### src/rtl/poly_tone_pkg.sv
// Shared types and constants for the polyphonic tone generator.
package poly_tone_pkg;

  // Command opcodes carried on cmd_op.
  typedef enum logic [1:0] {
    NOTE_ON  = 2'd0,
    NOTE_OFF = 2'd1,
    ALL_OFF  = 2'd2,
    OP_RSVD  = 2'd3
  } cmd_op_e;

  // Command FSM: IDLE accepts commands, SWEEP silences one channel per cycle.
  typedef enum logic {
    IDLE  = 1'b0,
    SWEEP = 1'b1
  } sweep_state_e;

  // Speaker mixer selection.
  localparam int MIX_XOR = 0;
  localparam int MIX_PWM = 1;

endpackage

### src/rtl/tone_channel.sv
// One tone channel: half-period counter, phase bit, pending period and
// click-free release. A channel only ever stops on a low phase.
module tone_channel #(
  parameter int CNT_W = 32
) (
  input  logic             clk,
  input  logic             reset,
  input  logic             on_req,     // accepted NOTE_ON with non-zero period
  input  logic             off_req,    // accepted NOTE_OFF (or NOTE_ON with zero period)
  input  logic             force_off,  // sweep silences this channel now
  input  logic [CNT_W-1:0] on_period,
  output logic             active,
  output logic             phase
);

  logic             active_q;
  logic             phase_q;
  logic             pend_valid_q;
  logic             rel_pend_q;
  logic [CNT_W-1:0] count_q;
  logic [CNT_W-1:0] period_q;
  logic [CNT_W-1:0] pend_period_q;

  logic toggle;
  logic off_now;
  logic rel_now;
  logic clear;

  // The phase flips at the end of the last cycle of each half-period.
  assign toggle  = active_q && (count_q == period_q - CNT_W'(1));
  // Stop at once when low, or when the high half ends in this very cycle.
  assign off_now = off_req && (!phase_q || toggle);
  // A deferred release completes as the phase falls back to 0; a fresh
  // NOTE_ON in the same cycle cancels it.
  assign rel_now = rel_pend_q && toggle && !on_req;
  assign clear   = reset || force_off || (active_q && (off_now || rel_now));

  assign active = active_q;
  assign phase  = phase_q;

  // Channel state update: start, run, retune at toggle boundaries, release.
  always_ff @(posedge clk) begin
    if (clear) begin
      active_q      <= 1'b0;
      phase_q       <= 1'b0;
      pend_valid_q  <= 1'b0;
      rel_pend_q    <= 1'b0;
      count_q       <= '0;
      period_q      <= '0;
      pend_period_q <= '0;
    end else if (!active_q) begin
      if (on_req) begin
        active_q <= 1'b1;
        period_q <= on_period;
      end
    end else begin
      if (toggle) begin
        count_q <= '0;
        phase_q <= !phase_q;
        if (pend_valid_q) begin
          period_q <= pend_period_q;
        end
      end else begin
        count_q <= count_q + CNT_W'(1);
      end
      if (on_req) begin
        pend_period_q <= on_period;
        pend_valid_q  <= 1'b1;
        rel_pend_q    <= 1'b0;
      end else begin
        if (toggle) begin
          pend_valid_q <= 1'b0;
        end
        if (off_req) begin
          rel_pend_q <= 1'b1;
        end
      end
    end
  end

endmodule

### src/rtl/poly_tone_gen.sv
// Polyphonic square-wave tone generator: command handshake, ALL_OFF sweep
// FSM, NUM_CH tone channels and a registered XOR or PWM-sum speaker mixer.
module poly_tone_gen
  import poly_tone_pkg::*;
#(
  parameter int NUM_CH   = 13,
  parameter int CNT_W    = 32,
  parameter int MIX_MODE = MIX_PWM
) (
  input  logic                      clk,
  input  logic                      reset,
  input  logic                      cmd_valid,
  output logic                      cmd_ready,
  input  logic [1:0]                cmd_op,
  input  logic [$clog2(NUM_CH)-1:0] cmd_ch,
  input  logic [CNT_W-1:0]          cmd_half_period,
  output logic [NUM_CH-1:0]         ch_active,
  output logic                      spkr,
  output sweep_state_e              dbg_state
);

  localparam int CH_W  = $clog2(NUM_CH);
  localparam int LVL_W = $clog2(NUM_CH + 1);

  sweep_state_e      state_q, state_d;
  logic [CH_W-1:0]   sweep_idx_q, sweep_idx_d;
  cmd_op_e           op;
  logic              cmd_fire;
  logic              note_on;
  logic              note_off;
  logic [NUM_CH-1:0] phase_vec;
  logic [NUM_CH-1:0] force_vec;

  // Handshake: a command transfers on any rising clk edge where cmd_valid
  // and cmd_ready are both high; cmd_ready is high only in IDLE with reset
  // low, so at most one command moves per cycle and none during a sweep.
  assign cmd_ready = (state_q == IDLE) && !reset;
  assign cmd_fire  = cmd_valid && cmd_ready;
  assign op        = cmd_op_e'(cmd_op);
  assign note_on   = cmd_fire && (op == NOTE_ON) && (cmd_half_period != '0);
  assign note_off  = cmd_fire && ((op == NOTE_OFF) ||
                                  ((op == NOTE_ON) && (cmd_half_period == '0)));
  assign dbg_state = state_q;

  // Sweep FSM state register.
  always_ff @(posedge clk) begin
    if (reset) begin
      state_q     <= IDLE;
      sweep_idx_q <= '0;
    end else begin
      state_q     <= state_d;
      sweep_idx_q <= sweep_idx_d;
    end
  end

  // Sweep FSM next state: ALL_OFF walks channel 0..NUM_CH-1, one per cycle.
  always_comb begin
    state_d     = state_q;
    sweep_idx_d = sweep_idx_q;
    case (state_q)
      IDLE: begin
        if (cmd_fire && (op == ALL_OFF)) begin
          state_d     = SWEEP;
          sweep_idx_d = '0;
        end
      end
      SWEEP: begin
        if (sweep_idx_q == CH_W'(NUM_CH - 1)) begin
          state_d     = IDLE;
          sweep_idx_d = '0;
        end else begin
          sweep_idx_d = sweep_idx_q + CH_W'(1);
        end
      end
      default: state_d = IDLE;
    endcase
  end

  // Channel bank; out-of-range cmd_ch matches no channel and is dropped.
  for (genvar i = 0; i < NUM_CH; i++) begin : g_ch
    logic sel;
    assign sel          = (cmd_ch == CH_W'(i));
    assign force_vec[i] = (state_q == SWEEP) && (sweep_idx_q == CH_W'(i));

    tone_channel #(.CNT_W(CNT_W)) u_ch (
      .clk       (clk),
      .reset     (reset),
      .on_req    (note_on && sel),
      .off_req   (note_off && sel),
      .force_off (force_vec[i]),
      .on_period (cmd_half_period),
      .active    (ch_active[i]),
      .phase     (phase_vec[i])
    );
  end

  if (MIX_MODE == MIX_XOR) begin : g_xor
    // XOR mixer: parity of all phase bits, one cycle late.
    always_ff @(posedge clk) begin
      if (reset) begin
        spkr <= 1'b0;
      end else begin
        spkr <= ^phase_vec;
      end
    end
  end else begin : g_pwm
    logic [LVL_W-1:0] pop;
    logic [CH_W-1:0]  frame_q;
    logic [LVL_W-1:0] level_q;

    // Number of channels currently in their high half.
    always_comb begin
      pop = '0;
      for (int i = 0; i < NUM_CH; i++) begin
        pop = pop + LVL_W'(phase_vec[i]);
      end
    end

    // PWM mixer: level latched on frame slot 0, high for the first level slots.
    always_ff @(posedge clk) begin
      if (reset) begin
        frame_q <= '0;
        level_q <= '0;
        spkr    <= 1'b0;
      end else begin
        frame_q <= (frame_q == CH_W'(NUM_CH - 1)) ? '0 : frame_q + CH_W'(1);
        if (frame_q == '0) begin
          level_q <= pop;
          spkr    <= (pop != '0);
        end else begin
          spkr <= (LVL_W'(frame_q) < level_q);
        end
      end
    end
  end

endmodule

### config.mk
export PLATFORM = sky130hd
export DESIGN_NAME = poly_tone_gen
export DESIGN_NICKNAME = d
export VERILOG_FILES = /design/src/rtl/poly_tone_pkg.sv /design/src/rtl/tone_channel.sv /design/src/rtl/poly_tone_gen.sv
export SDC_FILE = /design/constraint.sdc
export NUM_CORES = 2
export LEC_CHECK = 0
export ABC_AREA = 0
export ABC_CLOCK_PERIOD_IN_PS = 6300
export BUFFER_PORTS_ARGS = -buffer_cell sky130_fd_sc_hd__buf_4
export CAP_MARGIN = 20
export CORE_ASPECT_RATIO = 0.7
export CORE_MARGIN = 3
export CORE_UTILIZATION = 35
export CTS_CLUSTER_DIAMETER = 200
export DETAILED_ROUTE_END_ITERATION = 8
export PLACE_DENSITY_LB_ADDON = 0.25
export REMOVE_ABC_BUFFERS = 1
export SLEW_MARGIN = 20
export SYNTH_ARGS = -nofsm -noshare
export SYNTH_HDL_FRONTEND = slang
export SYNTH_SLANG_ARGS = --single-unit
### constraint.sdc
create_clock -name clk -period 6.3 [get_ports clk]
set_input_delay 0.945 -clock clk [delete_from_list [all_inputs] [get_ports clk]]
set_output_delay 0.945 -clock clk [all_outputs]
set_load 0.01 [all_outputs]
Word-level counts from Yosys, hierarchy flattened
Cells that the tools add are included.
{"block": "totals", "ff_bits": 1314, "output_inout_bits": 16, "elab_cells": 658}
{"block": "op_classes", "addsub": 40, "magnitude_cmp": 1, "n_eq_ne": 67, "n_mux": 150, "n_bitwise": 1, "n_reduce_logical": 303}
{"cell": "two-way mux 32 bit", "n": 65}
{"cell": "adder 32 x 1 -> 32 bit (second input constant)", "n": 13}
{"cell": "== test 32 bit", "n": 13}
{"cell": "subtractor 32 x 1 -> 32 bit (second input constant)", "n": 13}
{"cell": "logical AND 1 bit", "n": 111}
{"cell": "AND reduction 2 bit", "n": 52}
{"cell": "two-way mux 1 bit", "n": 81}
{"cell": "nonzero test 2 bit", "n": 39}
{"cell": "logical OR 1 bit", "n": 53}
{"cell": "!= test 2 bit (second input constant)", "n": 26}
{"cell": "== test 4 bit (second input constant)", "n": 11}
{"cell": "AND reduction 3 bit", "n": 13}
{"cell": "adder 4 x 1 -> 4 bit", "n": 9}
{"cell": "== test 4 x 3 -> 1 bit (second input constant)", "n": 8}
{"cell": "zero test 32 bit", "n": 1}
{"cell": "nonzero test 32 bit", "n": 1}
{"cell": "zero test 1 bit", "n": 27}
{"cell": "== test 4 x 2 -> 1 bit (second input constant)", "n": 4}
{"cell": "zero test 4 bit", "n": 3}
{"cell": "adder 4 x 1 -> 4 bit (second input constant)", "n": 2}
{"cell": "== test 4 x 1 -> 1 bit (second input constant)", "n": 2}
{"cell": "two-way mux 4 bit", "n": 2}
{"cell": "case mux 4 bit (2 select lines)", "n": 1}
{"cell": "adder 3 x 1 -> 4 bit", "n": 1}
{"cell": "other kinds (11)", "n": 11}

Depth between registers and ports, before layout
{"block": "logic_depth", "word_depth": 14, "ltp_mapped": 15}

By module
A second synthesis with hierarchy kept.
{"block": "unflattened", "hier_cells": 8496, "hier_area_um2": 72747.3}
{"mod": "tone_channel (g_ch[0].u_ch ...)", "n_inst": 9, "cells_per_inst": 627, "area_per_inst_um2": 5372.7, "seq_area_each_um2": 2001.9}
{"mod": "tone_channel (g_ch[6].u_ch ...)", "n_inst": 4, "cells_per_inst": 664, "area_per_inst_um2": 5736.8, "seq_area_each_um2": 2001.9}
{"mod": "poly_tone_gen", "n_inst": 1, "cells_per_inst": 197, "area_per_inst_um2": 1446.4, "seq_area_each_um2": 280.3}

Worst setup path before layout
Ideal clock, no wire load.
{"block": "synth_timing", "path_kind": "register to register", "start": "reg g_ch[11].u_ch.period_q[0]", "end": "reg g_ch[11].u_ch.pend_period_q[22]", "setup_time_ps": 116, "t_arrival_ps": 3731, "path_slack_ps": 2453, "path_stages_with_launch": 15, "path_cell_list": "dfxtp_1 > buf_2 > inv_1 > ha_1 > or3b_2 > or4_4 > buf_6 > nor4_1 > o221ai_1 > or4_1 > or4b_4 > o21ai_4 > buf_8 > buf_8 > a21oi_1"}
{"block": "synth_via", "elab_chain_cells": 8, "elab_cells_between_ends": 10}
{"item": "start, declared", "line": "tone_channel.sv:21", "source": "logic [CNT_W-1:0] period_q;"}
{"item": "start signal, assigned", "line": "tone_channel.sv:54", "source": "period_q <= on_period;"}
{"item": "start signal, assigned", "line": "tone_channel.sv:61", "source": "period_q <= pend_period_q;"}
{"item": "subtractor 32 x 1 -> 32 bit *", "line": "tone_channel.sv:30", "source": "assign toggle = active_q && (count_q == period_q - CNT_W'(1));"}
{"item": "== test 32 bit *", "line": "tone_channel.sv:30"}
{"item": "logical AND 1 bit *", "line": "tone_channel.sv:30"}
{"item": "logical OR 1 bit or logical AND 1 bit (tied branches)", "line": "tone_channel.sv:32, tone_channel.sv:35"}
{"item": "logical AND 1 bit, on equally long branches", "line": "tone_channel.sv:32, tone_channel.sv:35"}
{"item": "logical OR 1 bit *", "line": "tone_channel.sv:36", "source": "assign clear = reset || force_off || (active_q && (off_now || rel_now));"}
{"item": "logical AND 1 bit *", "line": "tone_channel.sv:36"}
{"item": "logical OR 1 bit *", "line": "tone_channel.sv:36"}
{"item": "end signal, assigned", "line": "tone_channel.sv:67", "source": "pend_period_q <= on_period;"}
{"item": "end, declared", "line": "tone_channel.sv:22", "source": "logic [CNT_W-1:0] pend_period_q;"}
Mark *: on every way between the ends. The rest lies on a longest branch, timed or not.
A chain may end at the register's enable or synchronous reset.

Final worst setup path
{"block": "layout_timing", "start": "reg g_ch[12].u_ch.period_q[8]", "end": "reg g_ch[12].u_ch.pend_period_q[17]"}
{"block": "layout_via", "elab_chain_cells": 8, "elab_cells_between_ends": 10}
{"item": "start, declared", "line": "tone_channel.sv:21"}
{"item": "start signal, assigned", "line": "tone_channel.sv:54"}
{"item": "start signal, assigned", "line": "tone_channel.sv:61"}
{"item": "subtractor 32 x 1 -> 32 bit *", "line": "tone_channel.sv:30"}
{"item": "== test 32 bit *", "line": "tone_channel.sv:30"}
{"item": "logical AND 1 bit *", "line": "tone_channel.sv:30"}
{"item": "logical OR 1 bit or logical AND 1 bit (tied branches)", "line": "tone_channel.sv:32, tone_channel.sv:35"}
{"item": "logical AND 1 bit, on equally long branches", "line": "tone_channel.sv:32, tone_channel.sv:35"}
{"item": "logical OR 1 bit *", "line": "tone_channel.sv:36"}
{"item": "logical AND 1 bit *", "line": "tone_channel.sv:36"}
{"item": "logical OR 1 bit *", "line": "tone_channel.sv:36"}
{"item": "end signal, assigned", "line": "tone_channel.sv:67"}
{"item": "end, declared", "line": "tone_channel.sv:22"}
Marks and branches as above.

==> out/results.md <==
| Result | Value |
|:---|:---|
| Buffers on Ports | 56 |
| Number of placement rows | 137 |
| Setup slack, reg-to-reg | 1.40 ns |
| Buffers and inverters on the worst path | 1 |
| Via count | 61900 |
| Aggregate routed wire length | 224000 um |
| Max-capacitance violation count | 0 |
| Count of final setup violators | 0 |
| Number of routed nets with antenna violations | 0 |
| Die area | 208000 um^2 |
| Critical path required time | 6.98 ns |
| Boundary pin count | 57 |
| Total core area | 200000 um^2 |
| Maximum resistive drop on vdd | 0.152 mV |
| Fmax | 0.204 GHz |
| Wire per inst | 20.0 um |
| Slew @ Worst Pin | 1.03 ns |
| Number of enable flip-flop cells after synthesis | 0 |
| Critical path's slowest cell | sky130_fd_sc_hd__nor3_1 |
| Clock network latency to the later pin of the worst-skew pair | 0.80 ns |
| Hold WC Path Type | flop to flop |
| Gate power share | 0.071 |
| Gate count after technology mapping | 8796 |
| First-pass GRT wire length | 345000 um |
| Leakage power | 28.2 nW |
| P_int | 0.0138 W |
| Level count of the clock H-tree | 4 |
| Yosys warning total | 0 |
| Final hold violations | 0 |
| Number of sinks on the clock net | 1314 |
| TNS Setup | 0 ns |
| Startpoint class of the critical path | flop |
| Global Route Usage Sum | 0.208 |
| Detail-routed via count per cell | 5.51 |
| Bufs on Longest Clock Path | 4 |
| Post-Place Worst Slack | 0.707 ns |
| Share of total power in sequential cells | 0.459 |
| Cts-stage hold buffer count | 0 |
| Status | completed |
| Post-Syn Area | 71000 um^2 |
| Layout net count | 8578 |
| Post-CTS setup buffer count | 0 |
| DRT iter0 DRCs | 6180 |
| Post-synthesis register bit count | 1314 |
| Net Switching | 0.00450 W |
| Length of the first detailed-routing pass in iterations | 6 |
| Largest net degree at the start of global routing | 69 |
| Number of antenna violations at the first check in global routing | 9 |
| # DRC | 0 |
| Total of cells resized after clock tree synthesis | 0 |
| Max-Slew Margin vs Limit | 0.304 |
| Effective utilization at floorplan | 0.354 |
| Crit-path max FO | 45 |
| Clock tree from TritonCTS | built |
| Cell chain of the critical path | nor3_1 -> nand4_1 -> nor3_1 -> mux2_2 -> a2111o_1 -> nor4_1 -> a21oi_1 -> o21bai_4 -> buf_12 -> a21oi_1 |
| Worst stage delay on the critical path | 0.69 ns |
| Final cell utilization of the core | 0.390 |
| Critical path data arrival time | 5.58 ns |
| Setup repair after global routing missed its margin | false |
| Part of the power in the clock network | 0.470 |
| Layout cell share with drive strength beyond 1 | 0.0855 |
| Die extent in y | 383 um |
| Clock Skew | 0.0396 ns |
| Total power per unit cell area | 234 nW/um^2 |
| Global placer's final weighted congestion | 0.908 |
| Final Max Tran Viols | 0 |
| Cell family with the largest share of critical-path delay | simple AND/OR/NAND/NOR gates |
| Number of library cell types mapped by synthesis | 96 |
| Final period utilization | 0.778 |
| Average size of a mapped cell | 8.07 um^2 |
| Die Wd | 544 um |
| Dominant register cell in the synthesized netlist | sky130_fd_sc_hd__dfxtp_1 |
| Kind of capture point of the worst setup path | flop |
| Share of synthesized flip-flops with an asynchronous set or reset | 0 |
| Critical path class | flop to flop |
| Area growth from synthesis to layout | 10.2% |
| Detail Placement HPWL | 152000 um |
| Final worst setup slack | 1.40 ns |
| CTS Root Cell | sky130_fd_sc_hd__clkbuf_16 |
| Global-route congestion overflow total | 0 |
| Sw frac | 0.246 |
| Clk pin slew, worst setup/hold paths | 0.06 ns |
| Sequential area share after synthesis | 0.371 |
| Via count of the first global-routing pass | 56500 |
| Min Tclk post-route | 4.90 ns |
| Inserted Clock Buffers | 145 |
[power groups by stage]
stage	Combinational, W	Sequential, W	Clock [W]
2_1_floorplan	0.000718	0.00856	0
3_3_place_gp	0.00125	0.00858	0
3_5_place_dp	0.00126	0.00858	0
4_1_cts	0.00127	0.00839	0.00879
5_1_grt	0.00138	0.00839	0.00912
6_report	0.00129	0.00839	0.00860
[placed cells by master, fill, tap and decap left out, drive strengths merged, types with 135 or more instances in the layout]
master  Yosys  layout
inv       139     141
dfxtp    1314    1314
o21ai     162     162
and3      135     135
buf        99     193
nor2     1140    1140
mux2      199     199
clkbuf    543     202
nor4      156     156
nand3     298     298
nor3      184     184
a211oi    252     252
xnor2     427     427
nand4     156     156
a21oi     441     441
xor2      475     475
mux2i     382     382
nand2    1189    1189
[cell usage after synthesis (135+ instances only)]
cell / number / area [um^2]
sky130_fd_sc_hd__a211oi_1: 252 / 1890
sky130_fd_sc_hd__a21oi_1: 432 / 2160
sky130_fd_sc_hd__and3_1: 135 / 845
sky130_fd_sc_hd__clkbuf_1: 541 / 2030
sky130_fd_sc_hd__dfxtp_1: 1314 / 26300
sky130_fd_sc_hd__inv_1: 139 / 522
sky130_fd_sc_hd__mux2_2: 199 / 2240
sky130_fd_sc_hd__mux2i_1: 382 / 3820
sky130_fd_sc_hd__nand2_1: 1189 / 4460
sky130_fd_sc_hd__nand3_1: 298 / 1490
sky130_fd_sc_hd__nand4_1: 156 / 976
sky130_fd_sc_hd__nor2_1: 1140 / 4280
sky130_fd_sc_hd__nor3_1: 183 / 916
sky130_fd_sc_hd__nor4_1: 154 / 963
sky130_fd_sc_hd__o21ai_0: 150 / 751
sky130_fd_sc_hd__xnor2_1: 427 / 3740
sky130_fd_sc_hd__xor2_1: 475 / 4160
[registers in the layout, summed over array words and instances (netlist names)]
| register | count |
|---|---|
| g_ch.u_ch.phase | 13 |
| g_ch.u_ch.rel_pend_q | 13 |
| g_ch.u_ch.pend_valid_q | 13 |
| g_ch.u_ch.pend_period_q | 416 |
| dbg_state | 1 |
| sweep_idx_q | 4 |
| g_pwm.level_q | 4 |
| g_ch.u_ch.count_q | 416 |
| g_pwm.frame_q | 4 |
| g_ch.u_ch.period_q | 416 |
| spkr | 1 |
| g_ch.u_ch.active | 13 |
[per-stage QoR]
stage | power, W | cells | hold slack, ns | area (um^2)
2_1_floorplan | 0.00928 | 8151 | 0.428 | 68400
3_3_place_gp | 0.00983 | 11000 | 0.434 | 73500
3_5_place_dp | 0.00984 | 11000 | 0.444 | 73500
4_1_cts | 0.0185 | 11200 | 0.451 | 78200
5_1_grt | 0.0189 | 11200 | 0.460 | 78200
6_report | 0.0183 | 11200 | 0.450 | 78200
[worst paths after layout]
check                                 start                               to  cells after the start
max               g_ch[12].u_ch.period_q[8]  g_ch[12].u_ch.pend_period_q[17]                     10
min          g_ch[12].u_ch.pend_period_q[6]   g_ch[12].u_ch.pend_period_q[6]                      2
max reg2reg       g_ch[12].u_ch.period_q[8]  g_ch[12].u_ch.pend_period_q[17]                     10
min reg2reg  g_ch[12].u_ch.pend_period_q[6]   g_ch[12].u_ch.pend_period_q[6]                      2
[kinds of logic after synthesis]
family / count (synthesis) / synth area share
AND/OR/NAND/NOR: 3873 / 0.260
flip-flops: 1314 / 0.371
AO/OA/AOI/OAI: 1295 / 0.119
XOR/XNOR: 903 / 0.112
buffers and inverters: 784 / 0.0442
multiplexers: 581 / 0.0854
adder cells (fa/ha/maj): 46 / 0.00895
[layer usage]
metal / track usage / wire [um] / part of all wire
met3: 0.0294 / 15700 / 0.070
met1: 0.325 / 112000 / 0.50
met5: 0 / 0 / 0
met4: 0.0511 / 5320 / 0.024
met2: 0.294 / 91000 / 0.41
[cell type report]
class / count / area (um^2)
inverter: 139 / 522
clock inverter: 38 / 450
tap: 2641 / 3300
multi-input combinational: 6698 / 41800
sequential: 1314 / 26300
clock buffer: 202 / 4210
timing repair buffer: 193 / 1560
antenna: 3 / 7.51
fill: 20300 / 122000
[worst register-to-register path, cell delays in order (launching register included)]
cell and delay, ns:
sky130_fd_sc_hd__dfxtp_1 0.37, sky130_fd_sc_hd__nor3_1 0.69, sky130_fd_sc_hd__nand4_1 0.60, sky130_fd_sc_hd__nor3_1 0.42
sky130_fd_sc_hd__mux2_2 0.37, sky130_fd_sc_hd__a2111o_1 0.36, sky130_fd_sc_hd__nor4_1 0.69, sky130_fd_sc_hd__a21oi_1 0.26
sky130_fd_sc_hd__o21bai_4 0.61, sky130_fd_sc_hd__buf_12 0.30, sky130_fd_sc_hd__a21oi_1 0.10
No activity file was read; power rests on OpenSTA's default activity.
